`src/rtl/if_id_stage_pkg.sv`:
```
// Shared definitions for the IF/ID pipeline stage: NOP word, FSM encoding,
// event counter width and the saturating increment used by both counters.
package if_id_stage_pkg;

    localparam logic [31:0] NOP_WORD = 32'h0000_0000;
    localparam int          CNT_W    = 16;
    localparam logic [CNT_W-1:0] CNT_MAX = {CNT_W{1'b1}};

    typedef enum logic {
        ST_RUN   = 1'b0,
        ST_STALL = 1'b1
    } state_e;

    function automatic logic [CNT_W-1:0] sat_inc(input logic [CNT_W-1:0] v);
        logic [CNT_W-1:0] r;
        if (v == CNT_MAX) begin
            r = v;
        end else begin
            r = v + {{(CNT_W-1){1'b0}}, 1'b1};
        end
        return r;
    endfunction

endpackage

```
`src/rtl/if_id_stage_hazard_detect.sv`:
```
// Load-use hazard compare: a load in EX writes a register that the
// instruction now in ID reads. Register $0 never creates a dependency.
module hazard_detect
    import if_id_stage_pkg::*;
(
    input  logic       MemRead_ex,
    input  logic       valid_id,
    input  logic [4:0] rt_ex,
    input  logic [4:0] rs_id,
    input  logic [4:0] rt_id,
    output logic       raw_hazard
);

    logic w_src_match;

    assign w_src_match = (rt_ex == rs_id) || (rt_ex == rt_id);
    assign raw_hazard  = MemRead_ex && valid_id && (rt_ex != 5'd0) && w_src_match;

endmodule

```
`src/rtl/if_id_stage.sv`:
```
// IF/ID pipeline register with one-cycle load-use stall FSM, flush handling
// and saturating stall/flush event counters.
module if_id_stage
    import if_id_stage_pkg::*;
(
    input  logic             clk,
    input  logic             reset,
    input  logic [31:0]      PC_if,
    input  logic [31:0]      Instruction_if,
    input  logic             IF_flush,
    input  logic             MemRead_ex,
    input  logic [4:0]       rt_ex,
    output logic             IFWrite,
    output logic             Stall_id,
    output logic [31:0]      NextPC_id,
    output logic [31:0]      Instruction_id,
    output logic             valid_id,
    output logic [4:0]       rs_id,
    output logic [4:0]       rt_id,
    output logic [4:0]       rd_id,
    output logic [31:0]      imm_id,
    output logic [CNT_W-1:0] stall_count,
    output logic [CNT_W-1:0] flush_count
);

    state_e           r_state;
    state_e           w_next_state;
    logic [31:0]      r_instr;
    logic [31:0]      r_next_pc;
    logic             r_valid;
    logic [CNT_W-1:0] r_stall_cnt;
    logic [CNT_W-1:0] r_flush_cnt;
    logic             w_raw_hazard;
    logic             w_eff_hazard;
    logic [31:0]      w_pc_plus4;

    assign w_pc_plus4 = PC_if + 32'd4;

    hazard_detect u_hazard_detect (
        .MemRead_ex (MemRead_ex),
        .valid_id   (r_valid),
        .rt_ex      (rt_ex),
        .rs_id      (r_instr[25:21]),
        .rt_id      (r_instr[20:16]),
        .raw_hazard (w_raw_hazard)
    );

    // Stall FSM next state; a hazard only takes effect from RUN, so a stall
    // can never last more than one cycle. Reset and flush both suppress it.
    always_comb begin
        w_next_state = r_state;
        w_eff_hazard = 1'b0;
        case (r_state)
            ST_RUN: begin
                w_eff_hazard = w_raw_hazard && !IF_flush && !reset;
                if (w_eff_hazard) begin
                    w_next_state = ST_STALL;
                end else begin
                    w_next_state = ST_RUN;
                end
            end
            ST_STALL: w_next_state = ST_RUN;
            default:  w_next_state = ST_RUN;
        endcase
    end

    // FSM state register
    always_ff @(posedge clk) begin
        if (reset) begin
            r_state <= ST_RUN;
        end else begin
            r_state <= w_next_state;
        end
    end

    // Pipeline register: flush beats hold, hold beats load
    always_ff @(posedge clk) begin
        if (reset) begin
            r_instr   <= NOP_WORD;
            r_next_pc <= 32'h0000_0000;
            r_valid   <= 1'b0;
        end else if (IF_flush) begin
            r_instr   <= NOP_WORD;
            r_next_pc <= w_pc_plus4;
            r_valid   <= 1'b0;
        end else if (w_eff_hazard) begin
            r_instr   <= r_instr;
            r_next_pc <= r_next_pc;
            r_valid   <= r_valid;
        end else begin
            r_instr   <= Instruction_if;
            r_next_pc <= w_pc_plus4;
            r_valid   <= 1'b1;
        end
    end

    // Saturating event counters
    always_ff @(posedge clk) begin
        if (reset) begin
            r_stall_cnt <= {CNT_W{1'b0}};
            r_flush_cnt <= {CNT_W{1'b0}};
        end else begin
            r_stall_cnt <= w_eff_hazard ? sat_inc(r_stall_cnt) : r_stall_cnt;
            r_flush_cnt <= IF_flush     ? sat_inc(r_flush_cnt) : r_flush_cnt;
        end
    end

    assign IFWrite        = !w_eff_hazard;
    assign Stall_id       = w_eff_hazard;
    assign NextPC_id      = r_next_pc;
    assign Instruction_id = r_instr;
    assign valid_id       = r_valid;
    assign rs_id          = r_instr[25:21];
    assign rt_id          = r_instr[20:16];
    assign rd_id          = r_instr[15:11];
    assign imm_id         = {{16{r_instr[15]}}, r_instr[15:0]};
    assign stall_count    = r_stall_cnt;
    assign flush_count    = r_flush_cnt;

endmodule
```
`config.mk`:
```
export PLATFORM = sky130hd
export DESIGN_NAME = if_id_stage
export DESIGN_NICKNAME = d
export VERILOG_FILES = /design/src/rtl/if_id_stage_pkg.sv /design/src/rtl/if_id_stage_hazard_detect.sv /design/src/rtl/if_id_stage.sv
export SDC_FILE = /design/constraint.sdc
export NUM_CORES = 1
export LEC_CHECK = 0
export CAP_MARGIN = 15
export CELL_PAD_IN_SITES_DETAIL_PLACEMENT = 1
export CELL_PAD_IN_SITES_GLOBAL_PLACEMENT = 1
export CORE_MARGIN = 5
export CORE_UTILIZATION = 30
export DETAILED_ROUTE_END_ITERATION = 6
export PLACE_DENSITY_LB_ADDON = 0.1
export SLEW_MARGIN = 15
export SYNTH_ARGS = -nofsm -noshare
export SYNTH_HDL_FRONTEND = slang
export SYNTH_SLANG_ARGS = --single-unit
```
`constraint.sdc`:
```
create_clock -name clk -period 2.9 [get_ports clk]
set_clock_uncertainty 0.2 [all_clocks]
set_input_delay 0.435 -clock clk [delete_from_list [all_inputs] [get_ports clk]]
set_output_delay 0.435 -clock clk [all_outputs]
set_load 0.01 [all_outputs]
```
==> impl_metrics.csv <==
group,metric,value,unit
floorplan,start_util,30.76,%
critical_path,crit_required,2270,ps
hold_path,hold_path_class,"reg2reg",
synth,syn_area_per_cell,8.297,sq um
finish,antenna_cells,0,
synth,synth_top_family_by_area,"simple AND/OR/NAND/NOR gates",
synth,synth-edff-count,0,
route,drc_errors,0,
finish,stdcell_area,0.007406,sq mm
synth,yosysWarnings,0,
cts,h-tree-depth,3,
cts,cts_tree,"yes",
synth,synthAdderAreaFrac,0.7655,%
grt,grt_pass1_wl,25390,um
critical_path,cp-start-kind,"primary input",
critical_path,crit_arrival,2170,ps
synth,synth-seq-area-share,40.01,%
timing,slew_headroom,49.05,%
power_and_ir_drop,p_leak,2.730,nW
cts,clock-sinks,98,
finish,drive_gt1_share,8.926,%
status,status,"complete, no violations",
route,wire_per_inst,16.79,um
synth,ys.flop_type,"dfxtp_1",
place,place_congestion,0.8338,
synth,synth-compound-area-share,12.66,%
place,hpwl,12620,um
floorplan,core-area,0.01594,sq mm
floorplan,rows,46,
cts,cts_buffer_depth,2,
critical_path,slowest_delay,540,ps
synth,ys_ff_latch,98,
synth,synth-async-reset-ratio,0,%
timing,timing.fmax,0.3559,GHz
critical_path,slowest_stage,"or4_4",
route,dr.pass1.iters,4,
timing,setup_viol,0,
timing,period_share,96.88,%
timing,final-max-slew-violation-count,0,
power_and_ir_drop,p_per_area,432.0,mW/mm^2
timing,setup_tns,0,ps
grt,grt_pass1_vias,4791,
critical_path,cp_cell_sequence,"clkdlybuf4s50_1 > or4_4 > o211ai_1 > or2_4 > inv_2 > dlygate4sd2_1",
synth,yosysUniqueCellTypes,53,
cts,cts_buffers,9,
synth,synth_xor_area_share,9.288,%
grt,grt_util_all_layers,16.89,%
grt,grt_remaining_overflow,0,
route,ant_nets,0,
finish,syn2layout_area_growth,51.03,%
synth,synthCells,591,
route,vias,4722,
cts,insertion_delay,340,ps
synth,syn-cell-area,0.004903,sq mm
route,drtIter0Drc,141,
critical_path,worstSetupPathType,"in2out",
synth,synth_mux_area_share,0.4593,%
floorplan,die_w,137.8,um
cts,root_buffer,"clkbuf_16",
route,drt-total-wl,16600,um
critical_path,path_max_fanout,3,
grt,antenna_found_initial,0,
timing,worst_pin_slew,764.2,ps
timing,hold_viol_final,0,
finish,final_util,46.45,%
floorplan,io_pins,219,
job,maxCapViolations,0,
critical_path,crit_path_end_kind,"output pin",
place,place_area,0.007022,sq mm
grt,grt_max_degree,69,
floorplan,die_y,137.8,um
synth,synth-simple-area-share,26.05,%
timing,rsz0062_at_grt,"no",
power_and_ir_drop,vdd_drop_max,0.2460,mV
synth,syn_nets,667,
place,io_buffers,218,
floorplan,fp.dieArea,0.01900,sq mm
finish,nets,844,
timing,period_needed,2810,ps
cts,path_clk_slew,70,ps
route,avgViaCountPerCell,4.775,
cell type report:
| cell class | count | area, sq um |
|---|---|---|
| fill | 1893 | 8537 |
| sequential | 98 | 1962 |
| inverter | 7 | 26.28 |
| timing repair buffer | 242 | 2391 |
| tap | 216 | 270.3 |
| clock inverter | 4 | 73.82 |
| multi-input combinational | 410 | 2426 |
| clock buffer | 12 | 256.5 |
through the flow:
step	cells	power, mW	hold slack (ps)	setup slack, ps
6_report	989	3.199	257.8	90.38
5_1_grt	989	3.345	275.9	17.58
4_1_cts	988	3.261	260.3	10.77
3_5_place_dp	970	1.915	250.4	-293.4
3_3_place_gp	970	1.902	239.9	-234.3
2_1_floorplan	591	1.632	276.1	548.8
cells in the mapped netlist, types with 3 or more instances:
master | n | share of area (%)
nand2_1 | 88 | 6.7
o21ai_0 | 8 | 0.82
and4_1 | 6 | 1.1
or2_2 | 3 | 0.38
xor2_1 | 31 | 5.5
a311oi_1 | 3 | 0.54
nand4_1 | 12 | 1.5
clkbuf_1 | 14 | 1.1
nor2_1 | 69 | 5.3
nor4_1 | 4 | 0.51
and3_1 | 5 | 0.64
ha_1 | 3 | 0.77
a211oi_2 | 4 | 1.0
nand3_1 | 30 | 3.1
inv_1 | 6 | 0.46
dfxtp_1 | 98 | 40
a211oi_1 | 26 | 4.0
buf_2 | 8 | 0.82
o211ai_1 | 3 | 0.46
nor4_4 | 3 | 1.3
a21oi_1 | 44 | 4.5
buf_4 | 53 | 8.1
xnor2_1 | 21 | 3.8
nor3_1 | 15 | 1.5
timing repair:
| action | in CTS | in global routing |
|---|---|---|
| cloned | 0 | 1 |
| buffers inserted | 2 | 0 |
| gates resized for setup | 6 | 3 |
| hold buffers | 0 | 0 |
| setup endpoints to repair | 2 | 17 |
| pin swaps | 2 | 2 |
sequential cells by signal (all words and copies together) (netlist names):
| signal | flops |
|---|---|
| NextPC_id | 32 |
| stall_count | 16 |
| r_state | 1 |
| flush_count | 16 |
| valid_id | 1 |
| Instruction_id | 32 |
final timing paths:
| check | startpoint | to | slack [ps] | cells past startpoint |
|---|---|---|---|---|
| max | rt_ex[2] | Stall_id | 90 | 6 |
| min | Instruction_id[26]$_SDFFE_PP0N_ | Instruction_id[26]$_SDFFE_PP0N_ | 260 | 2 |
| max reg2reg | Instruction_id[18]$_SDFFE_PP0N_ | NextPC_id[15]$_SDFFE_PP0P_ | 540 | 9 |
| min reg2reg | Instruction_id[26]$_SDFFE_PP0N_ | Instruction_id[26]$_SDFFE_PP0N_ | 260 | 2 |
worst max-delay path: cells and delay by family:
| family | cells | cell delay, ps |
|---|---|---|
| buf+inv | 3 | 780 |
| compound gates | 1 | 230 |
| simple gates | 2 | 720 |
metal layers:
layer	global-route usage, %	up-vias	share of wire (%)
li1	-	2341	-
met1	20.82	2224	44
met2	29.01	142	48
met3	4.200	15	6.9
met4	5.159	0	1.5
met5	0	-	0
cell families (layout without fill, tap and decap cells):
logic type	after synthesis	after routing
mux	2	2
compound gates	96	96
simple gates	257	257
flops	98	98
xor+xnor	52	52
fa+ha+maj	3	3
buf+inv	83	265
power breakdown:
part           switching (mW)  total (mW)  internal, mW  leakage [nW]
clock network           0.517        1.32         0.804         0.163
logic                   0.187       0.447         0.260          1.76
registers              0.0386        1.43          1.39         0.804
total                   0.742        3.20          2.46          2.73
cells in the final DEF (no fill, tap or decap), types with 3 or more instances in the layout:
| cell type | instances |
|---|---|
| a211oi_1 | 26 |
| a211oi_2 | 4 |
| a21oi_1 | 44 |
| a311oi_1 | 3 |
| and3_1 | 5 |
| and4_1 | 6 |
| buf_4 | 21 |
| clkbuf_16 | 10 |
| clkdlybuf4s50_1 | 214 |
| dfxtp_1 | 98 |
| ha_1 | 3 |
| inv_1 | 6 |
| nand2_1 | 88 |
| nand3_1 | 30 |
| nand4_1 | 12 |
| nor2_1 | 69 |
| nor3_1 | 15 |
| nor4_1 | 4 |
| nor4_4 | 3 |
| o211ai_1 | 3 |
| o21ai_0 | 8 |
| or2_2 | 3 |
| xnor2_1 | 21 |
| xor2_1 | 31 |
(Power assumes the default switching activity.)
